[src/rtl/keypad_scanner.sv]
// keypad_scanner: scans a 4x4 active-low keypad, debounces one key and
// decodes it into a held digit/op_code value plus a one-cycle event pulse.
//   clk         system clock, rising edge
//   clear       async active-high reset
//   col_n[3:0]  keypad columns, active-low, async to clk
//   row_n[3:0]  one-hot active-low row drive
//   digit       last accepted digit (0-9)
//   op_code     last accepted operator (00 + 01 - 10 x 11 /)
//   num_pressed / op_selected / equal / key_clear  one-cycle event pulses
module keypad_scanner #(
  parameter int SCAN_DIV     = 1000,
  parameter int DEBOUNCE_CNT = 20
) (
  input  logic       clk,
  input  logic       clear,
  input  logic [3:0] col_n,
  output logic [3:0] row_n,
  output logic [3:0] digit,
  output logic [1:0] op_code,
  output logic       num_pressed,
  output logic       op_selected,
  output logic       equal,
  output logic       key_clear
);

  localparam int CW = $clog2(SCAN_DIV);
  localparam int DW = $clog2(DEBOUNCE_CNT + 1);
  localparam logic [CW-1:0] SLOT_LAST = CW'(SCAN_DIV - 1);
  localparam logic [DW-1:0] DB_LAST   = DW'(DEBOUNCE_CNT - 1);

  typedef enum logic [1:0] {
    S_SCAN,
    S_DEB,
    S_HOLD
  } state_t;

  state_t        state_q, state_d;
  logic [3:0]    sync1, cs;
  logic [CW-1:0] slot_q;
  logic [1:0]    row_q;
  logic [DW-1:0] match_q, match_d;
  logic [DW-1:0] rel_q, rel_d;
  logic [3:0]    cand_q, cand_d;
  logic          tick, one_low, adv, accept;
  logic [1:0]    col_idx;
  logic          is_dig, is_op, is_eq, is_clr;
  logic [3:0]    dig_val;

  assign tick = (slot_q == SLOT_LAST);

  always_comb begin
    one_low = 1'b1;
    col_idx = 2'd0;
    case (cs)
      4'b1110: col_idx = 2'd0;
      4'b1101: col_idx = 2'd1;
      4'b1011: col_idx = 2'd2;
      4'b0111: col_idx = 2'd3;
      default: one_low = 1'b0;
    endcase
  end

  // state register and datapath
  always_ff @(posedge clk or posedge clear) begin
    if (clear) begin
      sync1       <= 4'hF;
      cs          <= 4'hF;
      slot_q      <= '0;
      row_q       <= 2'd0;
      state_q     <= S_SCAN;
      match_q     <= '0;
      rel_q       <= '0;
      cand_q      <= 4'hF;
      digit       <= 4'd0;
      op_code     <= 2'd0;
      num_pressed <= 1'b0;
      op_selected <= 1'b0;
      equal       <= 1'b0;
      key_clear   <= 1'b0;
    end else begin
      sync1       <= col_n;
      cs          <= sync1;
      slot_q      <= tick ? '0 : slot_q + CW'(1);
      state_q     <= state_d;
      match_q     <= match_d;
      rel_q       <= rel_d;
      cand_q      <= cand_d;
      if (adv)
        row_q <= row_q + 2'd1;
      num_pressed <= accept & is_dig;
      op_selected <= accept & is_op;
      equal       <= accept & is_eq;
      key_clear   <= accept & is_clr;
      if (accept && is_dig)
        digit <= dig_val;
      if (accept && is_op)
        op_code <= row_q;
    end
  end

  // next state; the row stays frozen outside SCAN, so the
  // candidate's row is always row_q
  always_comb begin
    state_d = state_q;
    match_d = match_q;
    rel_d   = rel_q;
    cand_d  = cand_q;
    adv     = 1'b0;
    accept  = 1'b0;
    if (tick) begin
      unique case (state_q)
        S_SCAN: begin
          if (one_low) begin
            cand_d  = cs;
            match_d = DW'(1);
            if (DEBOUNCE_CNT == 1) begin
              accept  = 1'b1;
              rel_d   = '0;
              state_d = S_HOLD;
            end else begin
              state_d = S_DEB;
            end
          end else begin
            adv = 1'b1;
          end
        end
        S_DEB: begin
          if (cs == cand_q) begin
            if (match_q == DB_LAST) begin
              accept  = 1'b1;
              rel_d   = '0;
              state_d = S_HOLD;
            end else begin
              match_d = match_q + DW'(1);
            end
          end else begin
            adv     = 1'b1;
            state_d = S_SCAN;
          end
        end
        S_HOLD: begin
          if (cs == 4'hF) begin
            if (rel_q == DB_LAST) begin
              adv     = 1'b1;
              state_d = S_SCAN;
            end else begin
              rel_d = rel_q + DW'(1);
            end
          end else begin
            rel_d = '0;
          end
        end
        default: state_d = S_SCAN;
      endcase
    end
  end

  // outputs: row drive and key decode
  always_comb begin
    row_n   = ~(4'b0001 << row_q);
    is_dig  = 1'b0;
    is_op   = 1'b0;
    is_eq   = 1'b0;
    is_clr  = 1'b0;
    dig_val = 4'd0;
    unique case (1'b1)
      (col_idx == 2'd3): is_op = 1'b1;
      (row_q != 2'd3 && col_idx != 2'd3): begin
        is_dig  = 1'b1;
        dig_val = 4'(row_q) * 4'd3 + 4'(col_idx) + 4'd1;
      end
      (row_q == 2'd3 && col_idx == 2'd0): is_clr = 1'b1;
      (row_q == 2'd3 && col_idx == 2'd1): is_dig = 1'b1;
      (row_q == 2'd3 && col_idx == 2'd2): is_eq = 1'b1;
      default: ;
    endcase
  end

endmodule

[config.mk]
export PLATFORM = sky130hd
export DESIGN_NAME = keypad_scanner
export DESIGN_NICKNAME = d
export VERILOG_FILES = /design/src/rtl/keypad_scanner.sv
export SDC_FILE = /design/constraint.sdc
export NUM_CORES = 1
export LEC_CHECK = 0
export ABC_AREA = 1
export CORE_MARGIN = 1.5
export CORE_UTILIZATION = 30
export DETAILED_ROUTE_END_ITERATION = 10
export DONT_BUFFER_PORTS = 1
export SLEW_MARGIN = 30
export SYNTH_ARGS = -nofsm -noshare
export SYNTH_HDL_FRONTEND = slang
export SYNTH_SLANG_ARGS = --single-unit
[constraint.sdc]
create_clock -name clk -period 3.45 [get_ports clk]
set_input_delay 1.035 -clock clk [delete_from_list [all_inputs] [get_ports clk]]
set_output_delay 1.035 -clock clk [all_outputs]
set_load 0.02 [all_outputs]
==> flow_summary.json, run 1 <==
{
  "ios": 20,
  "die_area_um2": 8954,
  "end_kind": "flip-flop",
  "cts_resized": 0,
  "die_h_um": 94.63,
  "cts_tree": "done",
  "grt_usage_pct": 11.19,
  "worstPathMaxFanout": 5,
  "clockBufferDepth": 2,
  "floorplan.initialDensity_pct": 30.81,
  "wl_per_cell_um": 10.65,
  "drt-vias-per-instance": 4.501,
  "yosys_warnings": 0,
  "port_buffers": 0,
  "power.density_nw_per_um2": 334.5,
  "yosys-top-cells-area": "dfrtp_1 34%, nand2_1 13%, dfstp_2 13%, ha_1 5.0%, inv_1 4.3%",
  "post-synth-top-area-fraction_pct": 33.78,
  "grt_pass1_wl_mm": 7.859,
  "leakagePower_nw": 1.310,
  "seqPwrFrac_pct": 60.3,
  "stdcell_count": 407,
  "insertion_delay_ns": 0.30,
  "htreeDepth": 2,
  "antenna_left": 0,
  "dpl.cell_count": 399,
  "yosys_most_used_dff": "dfrtp_1",
  "drive_gt1_share_pct": 18.54,
  "slew_headroom_pct": 62.05,
  "worst_ep_required_time_ns": 3.69,
  "cts-root-buf": "clkbuf_8",
  "crit_arrival_ns": 2.60,
  "drv_cap": 0,
  "diodes": 0,
  "syn_area_per_cell_um2": 8.538,
  "period_needed_ns": 2.364,
  "switchingPower_mw": 0.2153,
  "place_area_um2": 2648,
  "power_mw": 0.9140,
  "fin_area_um2": 2733,
  "antenna_found_initial": 0,
  "power_switching_share_pct": 23.55,
  "dp_hpwl_mm": 3.167,
  "synth_most_common_cell": "nand2_1",
  "synth_edf_count": 0,
  "startpoint_type": "flip-flop",
  "grt_pass1_vias": 1812,
  "netlist_area_um2": 2519,
  "drt_iter0_markers": 57,
  "ir_drop_uv": 160.6,
  "syn_to_final_growth_pct": 8.495,
  "drtPass1Iterations": 4,
  "fillers": 872,
  "postCtsSetupRepairBufs": 0,
  "fmax_mhz": 423.1,
  "core_area_um2": 8175,
  "syn_nets": 313,
  "setup_viol": 0,
  "synthArstFlopShare_pct": 100.0,
  "setup_tns_ns": 0,
  "yosysTopAreaCell": "dfrtp_1",
  "fin_util_pct": 33.43,
  "clk_pin_slew_ns": 0.09,
  "cts_made_buffers": 5,
  "p_comb_share_pct": 3.7,
  "finalCritPeriodShare_pct": 68.51,
  "synth_commonest_cells": "87 x nand2_1, 34 x dfrtp_1, 29 x inv_1",
  "post-route-drc-count": 0,
  "status": "finished clean",
  "hp-class": "reg -> reg",
  "vias": 1832,
  "die_w_um": 94.63,
  "overflow": 0,
  "gp_congestion": 0.8060,
  "worst_slack_ns": 1.086,
  "clock_sinks": 46,
  "final_max_slew_viol_count": 0,
  "max_slew.worst_pin.slew_ns": 0.5693,
  "wirelength_mm": 4.333,
  "final_nets": 319,
  "p_int_mw": 0.6987,
  "yosysSeqAreaShare_pct": 46.30,
  "rsz0062_at_grt": "no",
  "pre_cts_slack_ns": 1.073,
  "timing.hold.ws_ns": 0.3602,
  "ys_ff_latch": 46,
  "pwr-share-clk_pct": 36.0,
  "path_class": "reg -> reg",
  "synth.distinct_cells": 33,
  "synth_cells": 295,
  "floorplan.rows": 33,
  "grt_max_degree": 47,
  "finalHoldViolCount": 0,
  "fin_worst_skew_ns": 0.01558,
  "cts_hold_buf": 0
}
[sequential cells by signal, summed over array words and instances, names as in the netlist]
signal,count
cand_q,4
num_pressed,1
slot_q,10
op_code,2
state_q,2
digit,4
rel_q,5
key_clear,1
sync1,4
op_selected,1
row_q,2
match_q,5
cs,4
equal,1
[final cells by class]
cell class | instances | area [µm²] | share of cell area (%)
Sequential cell | 46 | 1166 | 42.67
Multi-Input combinational cell | 206 | 1187 | 43.45
Inverter | 42 | 162.7 | 5.952
Tap cell | 105 | 131.4 | 4.808
Clock inverter | 2 | 12.51 | 0.4579
Clock buffer | 6 | 72.57 | 2.656
[cells by family (layout without fill, tap and decap cells)]
kind of cell    after synthesis  after routing  synth area share (%)
simple gates                163            163                 32.79
flops                        46             46                 46.30
buf+inv                      43             50                 6.557
compound gates               23             23                 5.018
fa+ha+maj                    12             12                 6.557
xor+xnor                      8              8                 2.782
[power by group through the flow]
stage	Clock [mW]	Sequential (mW)	Combinational (mW)
after floorplan	0	0.560	0.0278
after global placement	0	0.561	0.0346
after detailed placement	0	0.561	0.0354
after CTS	0.344	0.551	0.0353
after global routing	0.366	0.552	0.0399
final	0.329	0.551	0.0340
[critical path: stages, from the launching register on]
cell	delay (ns)
dfstp_2	0.56
inv_1	0.06
nand2_1	0.10
nor2_4	0.06
nor2_2	0.15
inv_1	0.08
fa_1	0.51
inv_1	0.07
fa_1	0.42
xor2_1	0.17
o21ai_1	0.12
[worst paths after layout]
kind / startpoint / to / slack, ns / depth (start not counted)
max: cs[3] / digit[2] / 1.09 / 10
min: sync1[1] / cs[1] / 0.36 / 0
max reg2reg: cs[3] / digit[2] / 1.09 / 10
min reg2reg: sync1[1] / cs[1] / 0.36 / 0
max in group asynchronous: clear / match_q[0] / 2.39 / 1
min in group asynchronous: clear / equal / 0.66 / 1
[per-layer routing]
metal / wire length (µm) / up-vias / share of wire [%] / global-route usage [%]
met5: 0 / - / 0 / 0
met4: 56 / 0 / 1.3 / 4.229
met3: 130 / 4 / 3.0 / 2.818
met2: 1909 / 23 / 44 / 18.10
met1: 2237 / 862 / 52 / 14.31
li1: - / 943 / - / -
[cells in the final DEF, fill, tap and decap left out]
cell type / count
nor2_1: 26
ha_1: 10
clkbuf_8: 5
xnor2_1: 1
clkbuf_1: 1
clkinv_1: 1
dfstp_2: 12
o21ai_0: 2
inv_2: 12
dfrtp_1: 34
inv_6: 1
nor3_1: 2
nand4_1: 8
o21bai_1: 1
and2_0: 1
and3_1: 1
nand3_4: 3
nand3_1: 14
xor2_1: 7
nand3_2: 6
nand2_2: 3
nor2_8: 2
a21oi_1: 7
nor2_4: 3
nand3b_1: 1
inv_1: 28
nor3b_1: 1
inv_4: 2
nor2_2: 2
o21ai_2: 2
fa_1: 2
a31oi_1: 1
or2_2: 1
o21ai_1: 10
nand2_1: 87
nor3_2: 2
Note: power is estimated with default switching activity, not from simulation.
==> run 2, diff against run 1 <==
==> constraint.sdc (replaced) <==
create_clock -name clk -period 2.1 [get_ports clk]
set_input_delay 0.63 -clock clk [delete_from_list [all_inputs] [get_ports clk]]
set_output_delay 0.63 -clock clk [all_outputs]
set_load 0.02 [all_outputs]
==> run 2 against run 1 <==
Non-clock buffer count increased by 14. Power grew 65%. Largest power group unchanged. Sequential power up 64%. Flip-flop and latch count did not move. First-iteration DRC count is 32% higher. The run now ends with setup timing left. Cell area is 4.4% higher. Utilization up 1.5 points. Critical endpoint is now digit[1]. Die area unchanged. Worst setup slack worse by 1.1 ns. Routed wire length grew 5.7%. Hold slack got worse by 0.039 ns.
==> flow_summary.json, run 2 (synthesis results as in run 1) <==
{
  "stdcell_count": 421,
  "clock_sinks": 46,
  "cts-root-buf": "clkbuf_8",
  "final_nets": 333,
  "route.met3.wl_um": 221,
  "end_kind": "flip-flop",
  "grt_max_degree": 47,
  "hp-class": "in -> reg",
  "cts_tree": "done",
  "floorplan.rows": 33,
  "slew_headroom_pct": 60.88,
  "most-common-layout-cells": "85 x nand2_1, 34 x dfrtp_1, 25 x inv_1, 25 x nor2_1, 16 x inv_2",
  "met1Wirelength_mm": 2.148,
  "rsz0062_at_grt": "yes",
  "path_class": "reg -> reg",
  "diodes": 0,
  "final_max_slew_viol_count": 0,
  "finalHoldViolCount": 0,
  "die_h_um": 94.63,
  "drive_gt1_share_pct": 25.00,
  "final_common_cell": "nand2_1",
  "cts_made_buffers": 5,
  "die_w_um": 94.63,
  "dp_hpwl_mm": 3.325,
  "period_needed_ns": 2.111,
  "wirelength_mm": 4.579,
  "post-route-drc-count": 0,
  "drtPass1Iterations": 4,
  "port_buffers": 0,
  "ios": 20,
  "floorplan.initialDensity_pct": 30.81,
  "finalCritPeriodShare_pct": 100.5,
  "grt_usage_pct": 11.37,
  "syn_to_final_growth_pct": 13.31,
  "antenna_left": 0,
  "violations": "setup timing",
  "status": "complete, but fails checks",
  "drt-vias-per-instance": 4.385,
  "dpl.cell_count": 411,
  "grt_pass1_wl_mm": 8.045,
  "largest_reg_flops": 10,
  "startpoint_type": "flip-flop",
  "power_mw": 1.509,
  "ir_drop_uv": 206.9,
  "min-delay-start": "col_n[3]",
  "grt_pass1_vias": 1809,
  "cts_hold_buf": 0,
  "setup_viol": 2,
  "crit_arrival_ns": 2.31,
  "die_area_um2": 8954,
  "insertion_delay_ns": 0.30,
  "overflow": 0,
  "startpoint": "cs[2]",
  "fillers": 855,
  "regMostFlops": "slot_q",
  "worst_ep_required_time_ns": 2.30,
  "drv_cap": 0,
  "reg2reg_from": "cs[2]",
  "highest_layer": "met4",
  "worstPathMaxFanout": 3,
  "wl_per_cell_um": 10.88,
  "antenna_found_initial": 0,
  "fmax_mhz": 473.7,
  "top_regs": "slot_q (10), match_q (5), rel_q (5)",
  "vias": 1846,
  "power.density_nw_per_um2": 528.8,
  "fin_worst_skew_ns": 0.006603,
  "htreeDepth": 2,
  "core_area_um2": 8175,
  "clk_pin_slew_ns": 0.09,
  "gp_congestion": 0.7593,
  "worst_slack_ns": -0.01125,
  "drt_iter0_markers": 75,
  "leakagePower_nw": 1.380,
  "max_slew.worst_pin.slew_ns": 0.5867,
  "wl_met2_mm": 2.153,
  "clockBufferDepth": 2
}
-- run 2: changes by cell type in the layout (fill, tap and decap cells not counted), moves of 2 or more --
cell / before / now
nand2_2: 3 / 5
inv_1: 28 / 25
nand2_1: 87 / 85
inv_2: 12 / 16
buf_4: 0 / 14
-- run 2: metrics by stage --
step / setup slack, ns / instance area, µm² / util (%) / setup TNS (ns) / hold slack, ns
final: -0.01125 / 2854 / 34.91 / -0.01912 / 0.3215
after global routing: -0.1036 / 2854 / 34.91 / -0.2895 / 0.3045
after CTS: -0.02077 / 2850 / 34.86 / -0.03965 / 0.3113
after detailed placement: -0.07489 / 2745 / 33.58 / -0.1750 / 0.3481
after global placement: -0.01106 / 2745 / 33.58 / -0.01638 / 0.3482
after floorplan: -0.02591 / 2529 / - / -0.04811 / 0.3452
-- run 2: power by group --
group          switching, mW  internal (mW)
logic                 0.0512         0.0274
clock network          0.298          0.228
registers            0.00467          0.900
total                  0.354           1.16
-- run 2: repair_timing --
item / 4_1_cts / 5_1_grt
buffers inserted: 2 / 0
endpoints found under the setup margin: 3 / 3
gates resized for setup: 2 / 1
pin swaps: 4 / 0
-- run 2: per-layer routing --
| layer | GRT usage (%) | vias to the layer above |
|---|---|---|
| met4 | 3.731 | 0 |
| met2 | 18.75 | 26 |
| met1 | 14.00 | 841 |
| met5 | 0 | - |
| li1 | - | 972 |
| met3 | 3.623 | 7 |
-- run 2: worst paths after layout --
| path | end | slack [ns] | cells past startpoint |
|---|---|---|---|
| hold / removal | sync1[3] | 0.32 | 0 |
| min in group asynchronous | key_clear | 0.36 | 2 |
| setup reg to reg | digit[1] | -0.01 | 9 |
| max in group asynchronous | slot_q[9] | 1.35 | 2 |
| hold reg to reg | cs[1] | 0.36 | 0 |
| setup / recovery | digit[1] | -0.01 | 9 |
-- run 2: critical path, cell delays in order, from the launching register on --
cell     delay (ns)
dfstp_2        0.57
inv_2          0.04
nand2_2        0.05
nor2_2         0.05
nor2_4         0.12
inv_2          0.04
fa_1           0.52
inv_2          0.05
fa_2           0.52
o21ai_2        0.05
-- run 2: final cells by class --
type                            count  area (µm²)  area share [%]
Clock buffer                        5       68.82           2.411
Clock inverter                      3       16.27          0.5699
Inverter                           42       160.2           5.612
Multi-Input combinational cell    206        1206           42.26
Sequential cell                    46        1166           40.86
Tap cell                          105       131.4           4.603
Timing Repair Buffer               14       105.1           3.683
